--- src/rtl/fwd_track_unit.sv ---
// Operand-forwarding unit: tracks in-flight producers and resolves NUM_SRC ID operands.
// Optional statistics counters are enabled with the FWD_STATS_EN macro.
module fwd_src_resolve #(
    parameter int DATA_W           = 32,
    parameter int REG_AW           = 5,
    parameter int FWD_DEPTH        = 3,
    parameter int LOAD_READY_STAGE = 1,
    parameter int SEL_W            = 2
) (
    input  logic [REG_AW-1:0]                 rs,
    input  logic [DATA_W-1:0]                 rf_data,
    input  logic [FWD_DEPTH-1:0][DATA_W-1:0]  stage_data,
    input  logic [FWD_DEPTH-1:0]              rec_v,
    input  logic [FWD_DEPTH-1:0]              rec_we,
    input  logic [FWD_DEPTH-1:0]              rec_ld,
    input  logic [FWD_DEPTH-1:0][REG_AW-1:0]  rec_rd,
    output logic [DATA_W-1:0]                 operand,
    output logic [SEL_W-1:0]                  sel,
    output logic                              hazard
);
    // Scan oldest to youngest so the youngest match overwrites the rest.
    always_comb begin
        operand = rf_data;
        sel     = '0;
        hazard  = 1'b0;
        for (int k = FWD_DEPTH - 1; k >= 0; k--) begin
            if (rec_v[k] && rec_we[k] && (rec_rd[k] == rs) && (rs != '0)) begin
                operand = stage_data[k];
                sel     = SEL_W'(k + 1);
                hazard  = rec_ld[k] && (k < LOAD_READY_STAGE);
            end
        end
    end
endmodule

module fwd_track_unit #(
    parameter int DATA_W           = 32,
    parameter int REG_AW           = 5,
    parameter int NUM_SRC          = 2,
    parameter int FWD_DEPTH        = 3,
    parameter int LOAD_READY_STAGE = 1,
    localparam int SEL_W           = $clog2(FWD_DEPTH + 1)
) (
    input  logic                          clk,
    input  logic                          rst,
    input  logic                          id_valid,
    input  logic [REG_AW-1:0]             id_rd,
    input  logic                          id_we,
    input  logic                          id_is_load,
    input  logic [NUM_SRC*REG_AW-1:0]     id_rs_flat,
    input  logic [NUM_SRC*DATA_W-1:0]     rf_data_flat,
    input  logic [FWD_DEPTH*DATA_W-1:0]   stage_data_flat,
    input  logic                          flush,
    output logic [NUM_SRC*DATA_W-1:0]     operand_flat,
    output logic [NUM_SRC*SEL_W-1:0]      fwd_sel_flat,
    output logic                          stall
`ifdef FWD_STATS_EN
    ,
    output logic [31:0]                   stall_cnt,
    output logic [31:0]                   fwd_cnt
`endif
);
    logic [FWD_DEPTH-1:0]              vld_pipe;
    logic [FWD_DEPTH-1:0]              we_pipe;
    logic [FWD_DEPTH-1:0]              ld_pipe;
    logic [FWD_DEPTH-1:0][REG_AW-1:0]  rd_pipe;
    logic [FWD_DEPTH-1:0][DATA_W-1:0]  stage_data;
    logic [NUM_SRC-1:0]                hazard;
    logic [NUM_SRC-1:0]                fwd_hit;

    assign stage_data = stage_data_flat;

    genvar i;
    generate
        for (i = 0; i < NUM_SRC; i++) begin : g_src
            fwd_src_resolve #(
                .DATA_W(DATA_W), .REG_AW(REG_AW), .FWD_DEPTH(FWD_DEPTH),
                .LOAD_READY_STAGE(LOAD_READY_STAGE), .SEL_W(SEL_W)
            ) u_res (
                .rs        (id_rs_flat[i*REG_AW +: REG_AW]),
                .rf_data   (rf_data_flat[i*DATA_W +: DATA_W]),
                .stage_data(stage_data),
                .rec_v     (vld_pipe),
                .rec_we    (we_pipe),
                .rec_ld    (ld_pipe),
                .rec_rd    (rd_pipe),
                .operand   (operand_flat[i*DATA_W +: DATA_W]),
                .sel       (fwd_sel_flat[i*SEL_W +: SEL_W]),
                .hazard    (hazard[i])
            );
            assign fwd_hit[i] = |fwd_sel_flat[i*SEL_W +: SEL_W];
        end
    endgenerate

    // Flush wins over a load-use hazard: the squashed instruction never needs its operands.
    assign stall = id_valid && (|hazard) && !flush;

    always_ff @(posedge clk) begin
        if (rst) begin
            vld_pipe <= '0;
            we_pipe  <= '0;
            ld_pipe  <= '0;
            rd_pipe  <= '0;
        end else begin
            for (int k = FWD_DEPTH - 1; k >= 1; k--) begin
                vld_pipe[k] <= vld_pipe[k-1];
                we_pipe[k]  <= we_pipe[k-1];
                ld_pipe[k]  <= ld_pipe[k-1];
                rd_pipe[k]  <= rd_pipe[k-1];
            end
            vld_pipe[0] <= id_valid && !stall && !flush;
            we_pipe[0]  <= id_we;
            ld_pipe[0]  <= id_is_load;
            rd_pipe[0]  <= id_rd;
        end
    end

`ifdef FWD_STATS_EN
    localparam int CNT_W = $clog2(NUM_SRC + 1);
    logic [CNT_W-1:0] n_fwd;
    logic [32:0]      fwd_sum;

    always_comb begin
        n_fwd = '0;
        for (int s = 0; s < NUM_SRC; s++) n_fwd = n_fwd + CNT_W'(fwd_hit[s]);
    end

    assign fwd_sum = {1'b0, fwd_cnt} + 33'(n_fwd);

    always_ff @(posedge clk) begin
        if (rst) begin
            stall_cnt <= '0;
            fwd_cnt   <= '0;
        end else begin
            if (stall && (stall_cnt != '1)) stall_cnt <= stall_cnt + 32'd1;
            if (id_valid && !stall && !flush)
                fwd_cnt <= fwd_sum[32] ? '1 : fwd_sum[31:0];
        end
    end
`else
    logic unused_fwd_hit;
    assign unused_fwd_hit = ^fwd_hit;
`endif
endmodule
--- config.mk ---
export PLATFORM = sky130hd
export DESIGN_NAME = fwd_track_unit
export DESIGN_NICKNAME = d
export VERILOG_FILES = /design/src/rtl/fwd_track_unit.sv
export SDC_FILE = /design/constraint.sdc
export NUM_CORES = 1
export LEC_CHECK = 0
export ABC_CLOCK_PERIOD_IN_PS = 3700
export BUFFER_PORTS_ARGS = -buffer_cell sky130_fd_sc_hd__clkbuf_2
export CAP_MARGIN = 30
export CORE_AREA = 2 2 96 98
export DETAILED_ROUTE_END_ITERATION = 12
export DIE_AREA = 0 0 98 100
export HOLD_SLACK_MARGIN = 0.15
export PLACE_DENSITY_LB_ADDON = 0.08
export RECOVER_POWER = 100
export SLEW_MARGIN = 10
export SYNTH_ARGS = -nofsm -noshare
export SYNTH_HDL_FRONTEND = slang
export SYNTH_SLANG_ARGS = --single-unit
--- constraint.sdc ---
create_clock -name clk -period 3.7 [get_ports clk]
set_input_delay 0.925 -clock clk [delete_from_list [all_inputs] [get_ports clk]]
set_output_delay 0.925 -clock clk [all_outputs]
set_load 0.03 [all_outputs]
== Word-level counts from Yosys, hierarchy flattened ==
Index checks and enable logic that the tools add are counted.

* Add/sub/neg operators: 0
* Multipliers: 0
* Divide/modulo/power cells: 0
* Magnitude comparators: 0
* Equal/unequal tests: 6
* Shift-type cells: 0
* Multiplexer cells: 14
* Bitwise gates (word level): 0
* Reductions and logical operators: 24

{| class="wikitable"
|+ Operators by type and width
! operator !! number
|-
| 2-to-1 mux 32 bit || 6
|-
| equality test 5 bit || 6
|-
| logical AND 1 bit || 19
|-
| 2-to-1 mux 2 bit || 6
|-
| nonzero test 5 bit || 2
|-
| zero test 1 bit || 2
|-
| 2-to-1 mux 1 bit || 2
|-
| OR reduction 2 bit || 1
|}

* Register bits: 22
* Bits in latches: 0
* Memory bits (writable): 0
* Memory bits (read-only): 0
* Bits of input ports: 181
* Output and inout bits: 69
* Word-level logic and storage cells: 50
* Memories: 0

== Depth between registers and ports, before layout ==
Gate-level depths: netlist of the first run.

* Depth in word-level cells: 10
* Mapped depth: 7
* Gate-level depth less buffers: 5

== Modules after synthesis ==
Synthesis of the first run repeated with hierarchy kept, for this count alone.

* Cell total of the unflattened synthesis: 495
* Area, all modules: 3691.0 sq um

{| class="wikitable"
|+ Modules (own cells, without submodules)
! module !! instances !! cells each !! area each (sq um) !! sequential area each (sq um)
|-
| fwd_src_resolve || 2 || 221 || 1507.7 || 0.0
|-
| fwd_track_unit || 1 || 53 || 675.6 || 480.5
|}

== Worst setup path before layout of the first run ==
No wires, ideal clock.

* Path type: input -> output
* Start point: in id_rs_flat[5]
* End point: out operand_flat[38]
* Arrival time: 2892 ps
* Required time: 2775 ps
* Slack: -117 ps
* Stages: 6
* Buffers on the path: 2
* Cells stage by stage: or4_4 > nor2_4 > nor3_1 > buf_2 > clkbuf_1 > o31ai_1

* Longest elaborated chain between the ends: 6
* Elaborated cells on any way between the ends: 13
* Those cells by class: eq/ne: 3; mux: 3; reduce/logical: 7

{| class="wikitable"
|+ Ends and longest elaborated chain
! what !! line !! RTL
|-
| start, declared || 50 || <nowiki>input logic [NUM_SRC*REG_AW-1:0] id_rs_flat,</nowiki>
|-
| equality test 5 bit || 27 || <nowiki>if (rec_v[k] && rec_we[k] && (rec_rd[k] == rs) && (rs != '0)) begin</nowiki>
|-
| logical AND 1 bit (2 in series) || 27 ||
|-
| 2-to-1 mux 32 bit (2 in series) || 27 ||
|-
| 2-to-1 mux 32 bit * || 27 ||
|-
| end, declared || 54 || <nowiki>output logic [NUM_SRC*DATA_W-1:0] operand_flat,</nowiki>
|}

Every way passes the cells marked *; elsewhere a longest branch is shown, timed or not.

== Final worst setup path of the first run ==
* Start point: in id_rs_flat[5]
* End point: out operand_flat[51]

The elaborated chain is that of the path after synthesis.

==> qor.yml, run 1 <==
status:
  outcome: "finished with violations"
  failed_checks: "setup timing"
grt:
  overflow: 0
  grt_util_all_layers_pct: 28.59
  grt_first_pass_wirelength_microns: 23080
  antenna_found_initial: 0
  grt_pass1_vias: 4573
  grt_max_degree: 28
hold_path:
  min-delay-start: "we_pipe[1]"
  hp-class: "flop to flop"
  hold_depth: 1
clock_network:
  clockRootBuffer: "clkbuf_8"
  tritoncts: "built"
  cts_sinks: 22
  hold_buffers: 0
  cts_buffers: 3
  clk_pin_slew_ns: 0.08
  h-tree-depth: 1
  clkLatencyLatePin_ns: 0.26
  clockBufferDepth: 2
synthesis:
  synth_cell_types: 47
  ys_seq_area_share_pct: 13.00
  synthArstFlopShare_pct: 0
  synthesis.area_sq_um: 3387
  syn_nets: 639
  synth_top_area_share_pct: 13.00
  synth.area.top_cells: "dfxtp_1, mux2i_1, a221o_1, and2_1, a22o_1"
  synth_seq_cells: 22
  yosysMostFrequentCell: "nor2_1"
  synth-edff-count: 0
  synth_commonest_cells: "nor2_1, and2_1, nor3_1"
  dominantRegCellSynth: "dfxtp_1"
  syn_inst: 458
  synth.avg_cell_area_sq_um: 7.395
  yosysWarnings: 0
  synth_largest_area_cell: "dfxtp_1"
sta:
  timing.clock.skew_ns: 0.002369
  drv_slew: 0
  layout_min_cycle_time_ns: 3.703
  tightest_slew_ns: 1.002
  finalHoldWorstSlack_ns: 0.4682
  hold_viol_final: 0
  fmax_mhz: 270.1
  rsz0062_at_grt: "true"
  slew_headroom_pct: 33.22
  setup_viol: 1
  min_period_over_period_pct: 100.1
  setup_slack_ns: -0.002988
placed_design:
  dp_hpwl_microns: 11550
  dp_cells: 820
  place_area_sq_um: 5160
  pre_cts_ws_ns: -0.1790
  routabilityCongestion: 0.9278
  io_buffers: 249
setup_path:
  cp_slowest_cell: "or3b_4"
  reg2reg_depth: 7
  path_max_fanout: 21
  worstPathCellList: "clkbuf_2 > xnor2_1 > nand4b_1 > or3b_4 > buf_12 > a221o_1 > a22o_1 > buf_8"
  critical_path_class: "input pin to output port"
  slowest_delay_ns: 0.45
  cp.arrival_ns: 2.78
  crit_path_end_kind: "output port"
  r2r-start: "rd_pipe[3]"
  worst_ep_required_time_ns: 2.77
  startpoint_type: "input pin"
  startpoint: "id_rs_flat[5]"
routing:
  drtAntennaViolNets: 0
  drt-total-wl_microns: 14950
  post-route-drc-count: 0
  vias: 4668
  wire_per_inst_microns: 18.03
  drt-initial-drc-count: 206
  first_pass_iters: 5
  avgViaCountPerCell: 5.631
floorplanning:
  initial_core_util_pct: 38.10
  die_x_microns: 98
  die_h_microns: 100
  rows: 35
  io_pins: 250
  core-area_sq_um: 8890
  die_area_sq_um: 9800
power_and_ir_drop:
  p_total_mw: 0.8601
  p_leak_nw: 2.884
  ir_worst_vdd_mv: 0.2460
  power_per_cell_area_nw_per_um2: 154.9
final_layout:
  fillers: 821
  final_layout_size_suffix_gt1_share_pct: 49.72
  fin_cells: 829
  area_growth_pct: 63.95
  design_area_sq_um: 5553
  diodes: 0
  nets: 900
flow_run:
  drv_cap: 0
-- worst max-delay path: cells and delay by family --
kind / cells / cell delay [ns]
AND/OR/NAND/NOR: 2 / 0.59
buffers and inverters: 3 / 0.44
XOR/XNOR: 1 / 0.24
AO/OA/AOI/OAI: 2 / 0.57
-- state kept, by name, summed over array words and instances (netlist names) --
register  count
we_pipe       3
vld_pipe      3
rd_pipe      15
ld_pipe       1
-- worst paths after layout --
check / end / slack (ns)
setup / recovery: operand_flat[51] / -0.003
hold / removal: we_pipe[2] / 0.47
setup reg to reg: vld_pipe[0] / 1.77
hold reg to reg: we_pipe[2] / 0.47
-- stage by stage --
step / util [%] / setup TNS, ns
3_3_place_gp: 58.04 / -3.717
5_1_grt: 62.46 / -1.380
6_report: 62.46 / -0.002988
4_1_cts: 61.13 / -0.2345
3_5_place_dp: 58.04 / -4.664
2_1_floorplan: - / -0.3521
-- per-layer routing --
layer  wire [microns]  part of all wire, %  vias up  track usage (%)
met2             7350                   49      249            51.84
li1                 -                    -     2202                -
met3             1175                  7.9       37            4.944
met4              425                  2.8        0            8.333
met5                0                    0        -                0
met1             6000                   40     2180            34.69
-- cells in the final DEF, fill, tap and decap left out, types with 24 or more instances in the layout --
| cell | Yosys | routed |
|---|---|---|
| nor2_1 | 40 | 40 |
| mux2i_1 | 30 | 30 |
| buf_4 | 5 | 41 |
| a211oi_2 | 10 | 24 |
| nand2_1 | 29 | 29 |
| clkbuf_2 | 0 | 206 |
| nor3_1 | 32 | 30 |
| and2_1 | 33 | 32 |
-- cells by family (layout without fill, tap and decap cells) --
logic type | after synthesis | in the layout | synth area share, %
multiplexers | 30 | 30 | 8.866
AO/OA/AOI/OAI | 129 | 129 | 33.47
buffers and inverters | 65 | 325 | 8.903
AND/OR/NAND/NOR | 185 | 185 | 28.78
flip-flops | 22 | 22 | 13.00
XOR/XNOR | 27 | 27 | 6.982
-- cell type report --
| type | count | area, sq um | area share [%] |
|---|---|---|---|
| Sequential cell | 22 | 440.4 | 7.931 |
| Inverter | 23 | 86.33 | 1.555 |
| Timing Repair Buffer | 298 | 2014 | 36.28 |
| Clock buffer | 4 | 55.05 | 0.9914 |
| Tap cell | 111 | 138.9 | 2.501 |
| Multi-Input combinational cell | 371 | 2818 | 50.74 |
-- power by group --
| group | internal [mW] | switching, mW | leakage, nW |
|---|---|---|---|
| Clock | 0.0949 | 0.0780 | 0.0288 |
| Sequential | 0.246 | 0.00899 | 0.181 |
| Combinational | 0.211 | 0.221 | 2.67 |
| Total | 0.552 | 0.308 | 2.88 |
-- timing repair --
action | CTS | global route
gates cloned | 0 | 1
pin swaps | 6 | 10
resized for setup | 51 | 50
setup buffers | 1 | 3
endpoints found under the setup margin | 59 | 58
Power figures use the tool's default switching activity.
==> run 2: changes to the inputs <==
--- a/config.mk
+++ b/config.mk
@@ -14,6 +14,7 @@
 export HOLD_SLACK_MARGIN = 0.15
 export PLACE_DENSITY_LB_ADDON = 0.08
 export RECOVER_POWER = 100
+export SETUP_SLACK_MARGIN = 0.15
 export SLEW_MARGIN = 10
 export SYNTH_ARGS = -nofsm -noshare
 export SYNTH_HDL_FRONTEND = slang
==> run 2 against run 1 <==
Net effect:
- the flow still finishes with violations (setup timing)
- routed wire length rose by 22%
- flip-flop and latch count unchanged
- utilization is 19 points higher
- worst hold slack worse by 0.0050 ns
- first-iteration DRC count up 32%
- cell count up 5.7%
- maximum frequency decreased by 3.2%
- via count is 11% higher
- clock-buffer cell count did not move
- die area is the same
- clock power increased by 4%
- critical path type unchanged
- largest cell class unchanged
- highest routed layer unchanged
==> qor.yml, run 2 (synthesis gave the netlist of run 1 again) <==
status:
  outcome: "finished with violations"
  failed_checks: "setup timing"
setup_path:
  slowest_delay_ns: 0.54
  startpoint: "id_rs_flat[5]"
  critical-path-top-delay-family: "simple AND/OR/NAND/NOR gates"
  worstPathCellList: "buf_8 > or4_4 > nor2_4 > nor4_4 > buf_6 > buf_12 > clkbuf_16 > a221o_1 > a22o_1 > clkbuf_8"
  r2r_slack_ns: 1.76
  reg2reg_depth: 6
  crit_path_end_kind: "output port"
  cp_slowest_cell: "or4_4"
  path_depth: 10
  r2r-start: "rd_pipe[0]"
  path_max_fanout: 5
  worstPathBufferInverterCount: 5
  worst_ep_required_time_ns: 2.77
  critical_path_class: "input pin to output port"
  startpoint_type: "input pin"
  cp.arrival_ns: 2.90
  crit-reg2reg-capture: "vld_pipe[0]"
sta:
  min_period_over_period_pct: 103.4
  fmax_mhz: 261.4
  hold_viol_final: 0
  drv_slew: 0
  layout_min_cycle_time_ns: 3.826
  timing.clock.skew_ns: 0.007978
  tightest_slew_ns: 0.9537
  rsz0062_at_grt: "true"
  setup_slack_ns: -0.1256
  setup_viol: 26
  slew_headroom_pct: 36.42
  finalHoldWorstSlack_ns: 0.4632
power_and_ir_drop:
  p_leak_nw: 3.446
  power_per_cell_area_nw_per_um2: 134.9
  comb_power_share_pct: 55.1
  p_int_mw: 0.6215
  ir_worst_vdd_mv: 0.1643
  p_total_mw: 0.9719
  switching_share_pct: 36.05
  switchingPower_mw: 0.3503
  pwr-share-seq_pct: 26.3
  p_clk_share_pct: 18.5
final_layout:
  seqCellArea_sq_um: 440.4
  area_growth_pct: 112.7
  top_register: "rd_pipe"
  final_layout_size_suffix_gt1_share_pct: 59.74
  fillers: 555
  fin_cells: 876
  largest_reg_flops: 15
  multi_input_area_sq_um: 3402
  nets: 947
  diodes: 0
  final_common_cell: "clkbuf_2"
  top_regs: "rd_pipe: 15 flops, vld_pipe: 3 flops, we_pipe: 3 flops"
  final_cell_mix: "clkbuf_2, clkbuf_8, buf_4, nor2_1, and2_1"
placed_design:
  routabilityCongestion: 0.8863
  pre_cts_ws_ns: -0.1605
  io_buffers: 249
  dp_cells: 830
  dp_hpwl_microns: 11690
floorplanning:
  die_area_sq_um: 9800
  io_pins: 250
  core-area_sq_um: 8890
  die_x_microns: 98
  rows: 35
  die_h_microns: 100
  initial_core_util_pct: 38.10
routing:
  maxUsedRoutingLayer: "met4"
  drtAntennaViolNets: 0
  post-route-drc-count: 0
  wire_per_inst_microns: 20.88
  drt-initial-drc-count: 272
  wl_met1_microns: 7013
  dr_wl_met3_microns: 1458
  first_pass_iters: 5
  avgViaCountPerCell: 5.893
  drt-total-wl_microns: 18290
  wl_met2_microns: 9035
  vias: 5162
grt:
  overflow: 0
  antenna_found_initial: 0
  grt_util_all_layers_pct: 31.54
  grt_pass1_vias: 5013
  grt_first_pass_wirelength_microns: 25070
  grt_max_degree: 26
hold_path:
  hp-class: "flop to flop"
  hold_path_end: "vld_pipe[2]"
  hold_depth: 1
  min-delay-start: "vld_pipe[1]"
clock_network:
  cts_buffers: 3
  cts_sinks: 22
  clockBufferDepth: 2
  tritoncts: "built"
  hold_buffers: 0
  clk_pin_slew_ns: 0.08
  clkLatencyLatePin_ns: 0.27
  h-tree-depth: 1
  clockRootBuffer: "clkbuf_8"
flow_run:
  drv_cap: 0
## run 2: how the worst max path moves through the flow
stage                            end  slack, ns
global route        operand_flat[37]      -0.18
global placement    operand_flat[39]      -0.13
detailed placement  operand_flat[63]      -0.16
finish              operand_flat[37]      -0.13
floorplan           operand_flat[17]     -0.005
CTS                 operand_flat[47]      -0.11
## run 2: layout make-up
| class | count | share of cell area [%] |
|---|---|---|
| timing repair buffer | 345 | 42.77 |
| tap | 111 | 1.928 |
| sequential | 22 | 6.114 |
| clock buffer | 4 | 0.7643 |
| inverter | 23 | 1.199 |
| multi-input combinational | 371 | 47.23 |
## run 2: layer usage
layer | vias to the layer above | GRT usage [%]
met5 | - | 0
met4 | 0 | 12.61
met1 | 2458 | 36.92
met3 | 75 | 6.755
met2 | 332 | 56.22
li1 | 2297 | -
## run 2: repair_timing
action,CTS,global route
gates cloned,4,8
endpoints found under the setup margin,66,68
pin swaps,37,60
resized for setup,184,108
setup buffers,18,12
## run 2: worst register-to-register path: stages (launching register included)
cell	delay [ns]
dfxtp_1	0.43
xnor2_1	0.16
nand4_1	0.20
nor3_4	0.36
buf_4	0.35
o21ai_1	0.13
nor3b_1	0.15
## run 2: per-stage QoR
step	util, %	setup TNS (ns)	cell area, sq um
global placement	59.70	-2.072	5308
CTS	72.81	-2.310	6472
detailed placement	59.70	-2.786	5308
floorplan	-	-0.03164	3535
global route	81.03	-3.496	7203
finish	81.03	-1.774	7203
## run 2: power groups by stage
stage | Sequential [mW] | Combinational (mW) | Clock (mW)
after global placement | 0.260 | 0.402 | 0
after floorplan | 0.258 | 0.206 | 0
after CTS | 0.254 | 0.485 | 0.178
final | 0.256 | 0.536 | 0.180
after global routing | 0.257 | 0.561 | 0.191
after detailed placement | 0.260 | 0.406 | 0
